<file path="src/rtl/seg_display_ctrl_pkg.sv">
// Shared constants for the hex display controller: segment width, the
// active-high gfedcba decode table and the polarity helper.
package seg_pkg;

    localparam int SEG_W = 7;

    localparam logic [SEG_W-1:0] SEG_OFF_AH = 7'h00;

    localparam logic [SEG_W-1:0] SEG_LUT_AH [16] = '{
        7'h3F, 7'h06, 7'h5B, 7'h4F, 7'h66, 7'h6D, 7'h7D, 7'h07,
        7'h7F, 7'h6F, 7'h77, 7'h7C, 7'h39, 7'h5E, 7'h79, 7'h71
    };

    function automatic logic [SEG_W-1:0] seg_apply_pol(
        input logic [SEG_W-1:0] pat_ah,
        input bit               active_low
    );
        return active_low ? ~pat_ah : pat_ah;
    endfunction

endpackage

</file>
<file path="src/rtl/seg_hex_lut.sv">
// Combinational nibble to active-high 7-segment pattern (gfedcba).
module seg_hex_lut
    import seg_pkg::*;
(
    input  logic [3:0]       nibble,
    output logic [SEG_W-1:0] pattern
);

    always_comb begin
        pattern = SEG_LUT_AH[nibble];
    end

endmodule

</file>
<file path="src/rtl/seg_display_ctrl.sv">
// Multi-digit hex display controller with leading-zero blanking, per-digit
// blinking and selectable polarity. Define SEG_SCAN_EN for a multiplexed scan output.
module seg_display_ctrl
    import seg_pkg::*;
#(
    parameter int NUM_DIGITS = 4,
    parameter int CLK_HZ     = 50_000_000,
    parameter int BLINK_HZ   = 2,
    parameter int ACTIVE_LOW = 1
`ifdef SEG_SCAN_EN
    ,
    parameter int SCAN_DIV   = 50_000
`endif
) (
    input  logic                        clk,
    input  logic                        rst_n,
    input  logic                        load,
    input  logic [4*NUM_DIGITS-1:0]     value,
    input  logic                        blank_lz,
    input  logic [NUM_DIGITS-1:0]       blink_mask,
`ifdef SEG_SCAN_EN
    output logic [SEG_W-1:0]            scan_seg,
    output logic [NUM_DIGITS-1:0]       scan_an,
`endif
    output logic [SEG_W*NUM_DIGITS-1:0] seg_out
);

    localparam int HALF = CLK_HZ / (2 * BLINK_HZ);
    localparam int CW   = (HALF > 1) ? $clog2(HALF) : 1;
    localparam logic [SEG_W-1:0] OFF_PAT = (ACTIVE_LOW != 0) ? ~SEG_OFF_AH : SEG_OFF_AH;

    logic [4*NUM_DIGITS-1:0]     shadow_q, shadow_d;
    logic                        loaded_q, loaded_d;
    logic [CW-1:0]               blink_cnt_q, blink_cnt_d;
    logic                        phase_q, phase_d;
    logic [SEG_W*NUM_DIGITS-1:0] seg_out_q, seg_out_d;
    logic [NUM_DIGITS-1:0]       lz_blank;
    logic [SEG_W-1:0]            digit_pat [NUM_DIGITS];

    for (genvar g = 0; g < NUM_DIGITS; g++) begin : g_lut
        seg_hex_lut u_lut (
            .nibble  (shadow_q[4*g +: 4]),
            .pattern (digit_pat[g])
        );
    end

    always_comb begin
        shadow_d    = load ? value : shadow_q;
        loaded_d    = loaded_q | load;
        blink_cnt_d = (blink_cnt_q == CW'(HALF - 1)) ? '0 : blink_cnt_q + 1'b1;
        phase_d     = phase_q ^ (blink_cnt_q == CW'(HALF - 1));
    end

    // Walk from the top digit down; a digit is leading-zero only while every nibble above it is zero.
    always_comb begin
        logic hi_zero;
        lz_blank = '0;
        hi_zero  = 1'b1;
        for (int unsigned i = 0; i < NUM_DIGITS; i++) begin
            hi_zero = hi_zero & (shadow_q[4*(NUM_DIGITS-1-i) +: 4] == 4'h0);
            if (i != NUM_DIGITS - 1) begin
                lz_blank[NUM_DIGITS-1-i] = blank_lz & hi_zero;
            end
        end
    end

    // Uses next-cycle phase so a toggle shows on the same edge the phase flop flips.
    always_comb begin
        seg_out_d = '0;
        for (int unsigned k = 0; k < NUM_DIGITS; k++) begin
            if (!loaded_q || lz_blank[k] || (phase_d && blink_mask[k])) begin
                seg_out_d[SEG_W*k +: SEG_W] = OFF_PAT;
            end else begin
                seg_out_d[SEG_W*k +: SEG_W] = seg_apply_pol(digit_pat[k], ACTIVE_LOW != 0);
            end
        end
    end

    always_ff @(posedge clk or negedge rst_n) begin
        if (!rst_n) begin
            shadow_q    <= '0;
            loaded_q    <= 1'b0;
            blink_cnt_q <= '0;
            phase_q     <= 1'b0;
            seg_out_q   <= {NUM_DIGITS{OFF_PAT}};
        end else begin
            shadow_q    <= shadow_d;
            loaded_q    <= loaded_d;
            blink_cnt_q <= blink_cnt_d;
            phase_q     <= phase_d;
            seg_out_q   <= seg_out_d;
        end
    end

    assign seg_out = seg_out_q;

`ifdef SEG_SCAN_EN
    localparam int SDW = (SCAN_DIV > 1) ? $clog2(SCAN_DIV) : 1;
    localparam int IW  = (NUM_DIGITS > 1) ? $clog2(NUM_DIGITS) : 1;

    logic [SDW-1:0]        scan_cnt_q, scan_cnt_d;
    logic [IW-1:0]         scan_idx_q, scan_idx_d;
    logic                  scan_on_q, scan_on_d;
    logic                  scan_wrap;
    logic [NUM_DIGITS-1:0] an_onehot;

    // The first wrap only enables the anodes; the index starts advancing from the second.
    always_comb begin
        scan_wrap  = (scan_cnt_q == SDW'(SCAN_DIV - 1));
        scan_cnt_d = scan_wrap ? '0 : scan_cnt_q + 1'b1;
        scan_on_d  = scan_on_q | scan_wrap;
        scan_idx_d = scan_idx_q;
        if (scan_wrap && scan_on_q) begin
            scan_idx_d = (scan_idx_q == IW'(NUM_DIGITS - 1)) ? '0 : scan_idx_q + 1'b1;
        end
    end

    always_ff @(posedge clk or negedge rst_n) begin
        if (!rst_n) begin
            scan_cnt_q <= '0;
            scan_idx_q <= '0;
            scan_on_q  <= 1'b0;
        end else begin
            scan_cnt_q <= scan_cnt_d;
            scan_idx_q <= scan_idx_d;
            scan_on_q  <= scan_on_d;
        end
    end

    always_comb begin
        an_onehot             = '0;
        an_onehot[scan_idx_q] = scan_on_q;
        scan_an               = (ACTIVE_LOW != 0) ? ~an_onehot : an_onehot;
        scan_seg              = seg_out_q[SEG_W*scan_idx_q +: SEG_W];
    end
`endif

endmodule

</file>
<file path="config.mk">
export PLATFORM = sky130hd
export DESIGN_NAME = seg_display_ctrl
export DESIGN_NICKNAME = d
export VERILOG_FILES = /design/src/rtl/seg_display_ctrl_pkg.sv /design/src/rtl/seg_hex_lut.sv /design/src/rtl/seg_display_ctrl.sv
export SDC_FILE = /design/constraint.sdc
export NUM_CORES = 1
export LEC_CHECK = 0
export BUFFER_PORTS_ARGS = -buffer_cell sky130_fd_sc_hd__buf_2
export CORE_MARGIN = 3
export CORE_UTILIZATION = 45
export CTS_CLUSTER_SIZE = 20
export DETAILED_ROUTE_END_ITERATION = 12
export MAX_ROUTING_LAYER = met4
export PLACE_DENSITY_LB_ADDON = 0.08
export SYNTH_ARGS = -nofsm -noshare
export SYNTH_HDL_FRONTEND = slang
export SYNTH_HIERARCHICAL = 1
export SYNTH_SLANG_ARGS = --single-unit
</file>
<file path="constraint.sdc">
create_clock -name clk -period 2.2 [get_ports clk]
set_clock_uncertainty 0.15 [all_clocks]
set_input_delay 0.44 -clock clk [delete_from_list [all_inputs] [get_ports clk]]
set_output_delay 0.44 -clock clk [all_outputs]
set_load 0.01 [all_outputs]
</file>
### Yosys cells after proc, flatten, opt, wreduce, memory -nomap -nowiden

Memories as Yosys holds them, arrays and structs flattened.
Cells that the tools add are included.

| storage, ports and cells | value |
|---|---|
| register bits after elaboration | 70 |
| bits of input ports | 24 |
| memories | 4 |
| ROM bits | 448 |

| operators by class | value |
|---|---|
| $lt $le $gt $ge | 4 |
| bitwise operators | 15 |
| multiplexer cells | 13 |
| equal/unequal tests | 1 |
| reductions and logical operators | 15 |
| $add $sub $neg | 1 |

Memories:

| name | depth | width | read ports | clocked after memory_dff | wr ports | RTL line | RTL |
|---|---|---|---|---|---|---|---|
| (name not given) | 16 | 7 | 1 | 0 | 0 | seg_hex_lut.sv:10 | `pattern = SEG_LUT_AH[nibble];` |
| (name not given) | 16 | 7 | 1 | 0 | 0 | seg_hex_lut.sv:10 |  |
| (name not given) | 16 | 7 | 1 | 0 | 0 | seg_hex_lut.sv:10 |  |
| (name not given) | 16 | 7 | 1 | 0 | 0 | seg_hex_lut.sv:10 |  |

Operator list:

| kind | count |
|---|---|
| $mux W7 | 12 |
| $not A7 Y7 | 4 |
| $add A24 B1 Y24 const B | 1 |
| $eq A24 B24 Y1 const B | 1 |
| $mux W24 | 1 |
| $ge A5 B5 Y1 const B | 4 |
| $not A4 Y5 | 4 |
| $logic_not A4 Y1 | 3 |
| $logic_or A1 B1 Y1 | 7 |
| $and A1 B1 Y1 | 5 |
| $logic_and A1 B1 Y1 | 4 |
| $logic_not A1 Y1 | 1 |
| $or A1 B1 Y1 | 1 |
| $xor A1 B1 Y1 | 1 |

### Depth between registers and ports, before layout

| logic depth | value |
|---|---|
| word-level depth | 7 |
| depth in mapped cells | 7 |

### Hierarchy

Netlist, hierarchy kept.

Modules (own cells, without submodules):

| module | times used | area an instance (µm²) | cells an instance | sequential area each (µm²) |
|---|---|---|---|---|
| seg_display_ctrl | 1 | 2839.0 | 221 | 1786.7 |
| seg_hex_lut | 4 | 287.8 | 33 | 0.0 |

### Worst setup path before layout

OpenSTA, ideal clock, no wires.

| timing path | value |
|---|---|
| path kind | reg2reg |
| start point | register blink_cnt_q[0] |
| end point | register seg_out_q[10], in the netlist seg_out[10] |
| data arrival time | 1.661 ns |
| path buffers | 1 |
| path slack | 0.304 ns |
| required time | 1.966 ns |
| period minus slack after synthesis | 1.896 ns |
| cell stages (with the launch flop) | 8 |
| cell sequence | dfrtp_1 ha_1 and4_1 and2_1 buf_2 and4_1 nor3_4 nand2_1 |

| between the ends | value |
|---|---|
| word-level cells in the longest chain between the ends | 5 |

RTL lines:

| item | RTL line | RTL |
|---|---|---|
| start, declared | seg_display_ctrl.sv:34 | `logic [CW-1:0] blink_cnt_q, blink_cnt_d;` |
| start signal, assigned | seg_display_ctrl.sv:89 | `blink_cnt_q <= blink_cnt_d;` |
| $eq A24 B24 Y1 | seg_display_ctrl.sv:51 | `phase_d = phase_q ^ (blink_cnt_q == CW'(HALF - 1));` |
| $xor A1 B1 Y1 | seg_display_ctrl.sv:51 |  |
| $logic_and A1 B1 Y1 | seg_display_ctrl.sv:71 | `if (!loaded_q \|\| lz_blank[k] \|\| (phase_d && blink_mask[k])) begin` |
| $logic_or A1 B1 Y1 | seg_display_ctrl.sv:71 |  |
| $mux W7 | seg_display_ctrl.sv:71 |  |
| net seg_out_d[10] | seg_display_ctrl.sv:36 | `logic [SEG_W*NUM_DIGITS-1:0] seg_out_q, seg_out_d;` |
| end signal, assigned | seg_display_ctrl.sv:85 | `seg_out_q <= {NUM_DIGITS{OFF_PAT}};` |
| end signal, assigned | seg_display_ctrl.sv:91 | `seg_out_q <= seg_out_d;` |
| end, declared | seg_display_ctrl.sv:36 |  |

The timed path passes the listed nets, and every way through them passes these cells.
A chain may end at the register's enable or synchronous reset.

### Worst setup path after layout

| timing path | value |
|---|---|
| start point | register blink_cnt_q[0] |
| end point | register seg_out_q[11], in the netlist seg_out[11] |

Same word-level chain as after synthesis.

==> impl_metrics.env <==
export IMPL_wl_per_cell_um=14.42
export IMPL_avgSynthCellArea_um2=11.30
export IMPL_io_pins=52
export IMPL_synthesis_nets=406
export IMPL_drtPass1Iterations=4
export IMPL_clk_insertion_delay_late_ps=340
export IMPL_hp_class="primary input to register"
export IMPL_maxCapViolCount=0
export IMPL_clk_pin_slew_ps=80
export IMPL_synth_main_ff_cell="dfrtp_1"
export IMPL_yosys_area_top_type="dfrtp_1"
export IMPL_pwr_share_seq=0.474
export IMPL_setup_viol=0
export IMPL_layout_nets=463
export IMPL_grt_pass1_vias=2715
export IMPL_clockPowerShare=0.349
export IMPL_relSlewSlack=0.6673
export IMPL_cts_sinks=70
export IMPL_cts_tree="yes"
export IMPL_finalMaxSlewViolations=0
export IMPL_crit_fanout=7
export IMPL_register_area_um2=1787
export IMPL_grt_setup_unrepaired="false"
export IMPL_peakVddDrop_uv=365.3
export IMPL_async_reset_ff_frac=1.000
export IMPL_postSynthCellCount=353
export IMPL_core_um2=8423
export IMPL_fin_setup_tns_ps=0
export IMPL_antenna_found_initial=0
export IMPL_antennaDiodeCount=0
export IMPL_p_leak_uw=0.002177
export IMPL_status="finished clean"
export IMPL_fp_dieArea_um2=10030
export IMPL_cts_repair_resize_count=0
export IMPL_cpMaxStageDelayCell="dfrtp_1"
export IMPL_finalCritPeriodShare=0.9267
export IMPL_drive_gt1_frac=0.3542
export IMPL_period_needed_ps=2039
export IMPL_crit_buf_inv=0
export IMPL_layout_commonest_cell="buf_2"
export IMPL_criticalPathCategory="register to register"
export IMPL_grt_use_total=0.1677
export IMPL_mostFrequentLayoutCells="51 x buf_2, 42 x dfrtp_1, 34 x nand3_1"
export IMPL_synth_cell_area_um2=3990
export IMPL_multi_input_area_um2=2032
export IMPL_max_freq_mhz=490.5
export IMPL_area_delta_synth_final_pct=15.02
export IMPL_synth_seq_area_share=0.4478
export IMPL_vias=2683
export IMPL_total_power_uw=3284
export IMPL_drt_initial_drc_count=96
export IMPL_critPathMostFrequentCell="and4_1"
export IMPL_avgViaCountPerCell=5.160
export IMPL_wirelength_mm=7.500
export IMPL_synth_edf_count=0
export IMPL_power_density_nw_per_um2=715.6
export IMPL_hold_viol_final=0
export IMPL_end_kind="register"
export IMPL_cts_buffers=9
export IMPL_crit_chain="ha_1 -> and4_1 -> and2_1 -> and4_1 -> nor3_4 -> nand2_1"
export IMPL_cp_top_family="simple AND/OR/NAND/NOR gates"
export IMPL_post_cts_buffers=0
export IMPL_synth_seq_cells=70
export IMPL_cts_hold_buf=1
export IMPL_drc_errors=0
export IMPL_die_h_um=100.2
export IMPL_crit_arrival_ps=2140
export IMPL_gp_congestion=0.8253
export IMPL_grt_pass1_wl_mm=13.01
export IMPL_htreeDepth=3
export IMPL_worst_slew_pin_slew_ps=499.0
export IMPL_start_util=0.4737
export IMPL_intPower_uw=2401
export IMPL_p_comb_frac=0.177
export IMPL_synth_area_leaders="dfrtp_1 26%, dfstp_2 18%, ha_1 9.1%, mux2_2 7.9%, nand3_1 4.3%"
export IMPL_cp_required_ps=2310
export IMPL_dp_hpwl_mm=5.306
export IMPL_die_w_um=100.2
export IMPL_core_rowCount=33
export IMPL_clk_path_buf_depth=2
export IMPL_io_buffer_count=51
export IMPL_ant_nets=0
export IMPL_yosysUniqueCellTypes=48
export IMPL_synth_top_cell_area_share=0.2634
export IMPL_cp_slowest_stage_delay_ps=410
export IMPL_sw_frac_of_total=0.2691
export IMPL_yosys_warnings=6
export IMPL_start_kind="register"
export IMPL_grt_max_degree=71
export IMPL_p_switching_uw=883.6
export IMPL_fill_cells=788
export IMPL_grt_overflow_total=0
export IMPL_cts_root_buf="clkbuf_8"
-- cell usage after synthesis, types with 2 or more instances --
cell type / count
nand2b_1: 4
nand4_1: 6
or2_2: 2
nor2b_1: 4
and2_1: 3
nor3_4: 2
mux2_2: 28
buf_2: 5
buf_6: 4
nor3_1: 8
and3_1: 3
mux2i_1: 10
o21ai_4: 3
dfstp_2: 28
inv_1: 23
ha_1: 29
nand2_1: 22
nand3b_1: 4
o31a_2: 4
a21oi_1: 12
dfrtp_1: 42
and4_1: 5
nand3_1: 34
o32a_1: 4
nor2_1: 14
clkbuf_1: 3
nor4_2: 2
xnor2_1: 8
mux4_1: 4
or2b_1: 4
o21ai_1: 2
xor2_1: 8
a31o_1: 4
-- sequential cells by signal, summed over array words and instances (netlist names) --
name,count
phase_q,1
seg_out,28
blink_cnt_q,24
loaded_q,1
shadow_q,16
-- per-layer routing --
layer,share of wire,routed length [um],track usage,vias to the layer above
li1,-,-,-,1351
met1,0.49,3658,0.2219,1269
met2,0.45,3388,0.2508,51
met3,0.045,340,0.03961,12
met4,0.015,112,0.06425,0
met5,0,0,-,-
-- power by group through the flow --
stage	Sequential (uW)	Clock, uW	Combinational (uW)
floorplan	1610	0	358
global placement	1580	0	578
detailed placement	1580	0	590
CTS	1560	1200	593
global route	1580	1240	654
finish	1560	1150	583
-- final timing paths --
path,start,end,slack [ps],cells after the start
max in group asynchronous,rst_n,seg_out[1],1050,3
worst min-delay path,value[0],shadow_q[0],180,2
worst min register to register,blink_cnt_q[23],blink_cnt_q[23],330,1
worst max register to register,blink_cnt_q[0],seg_out[11],160,6
worst max-delay path,blink_cnt_q[0],seg_out[11],160,6
min in group asynchronous,rst_n,shadow_q[9],500,3
-- worst register-to-register path: cells and delay by family, from the launching register on --
family,cells,cell delay (ps)
flip-flops,1,410
AND/OR/NAND/NOR,5,1140
adder cells (fa/ha/maj),1,260
-- per-stage QoR --
stage	hold WS [ps]	setup slack, ps	std cells	util	area (um^2)
after floorplan	-5.591	304.4	353	-	3990
after global placement	314.4	220.3	503	0.5172	4357
after detailed placement	321.3	159.9	503	0.5172	4357
after CTS	151.9	141.6	520	0.5449	4589
after global routing	151.7	15.06	520	0.5449	4589
final	175.6	161.2	520	0.5449	4589
-- final cells by class --
class | instances | share of cell area
timing repair buffer | 59 | 0.07197
sequential | 70 | 0.3893
tap | 105 | 0.02863
clock buffer | 9 | 0.02699
multi-input combinational | 247 | 0.4427
inverter | 23 | 0.01881
clock inverter | 7 | 0.02154
-- cell families (layout without fill, tap and decap cells) --
group           after synthesis  count (layout)  synth area share
simple gates                125             125            0.1828
flops                        70              70            0.4478
mux                          42              42            0.1304
buf+inv                      36              98           0.04296
compound gates               35              35           0.06993
fa+ha+maj                    29              29           0.09094
xor+xnor                     16              16           0.03512
Power figures use the tool's default switching activity.
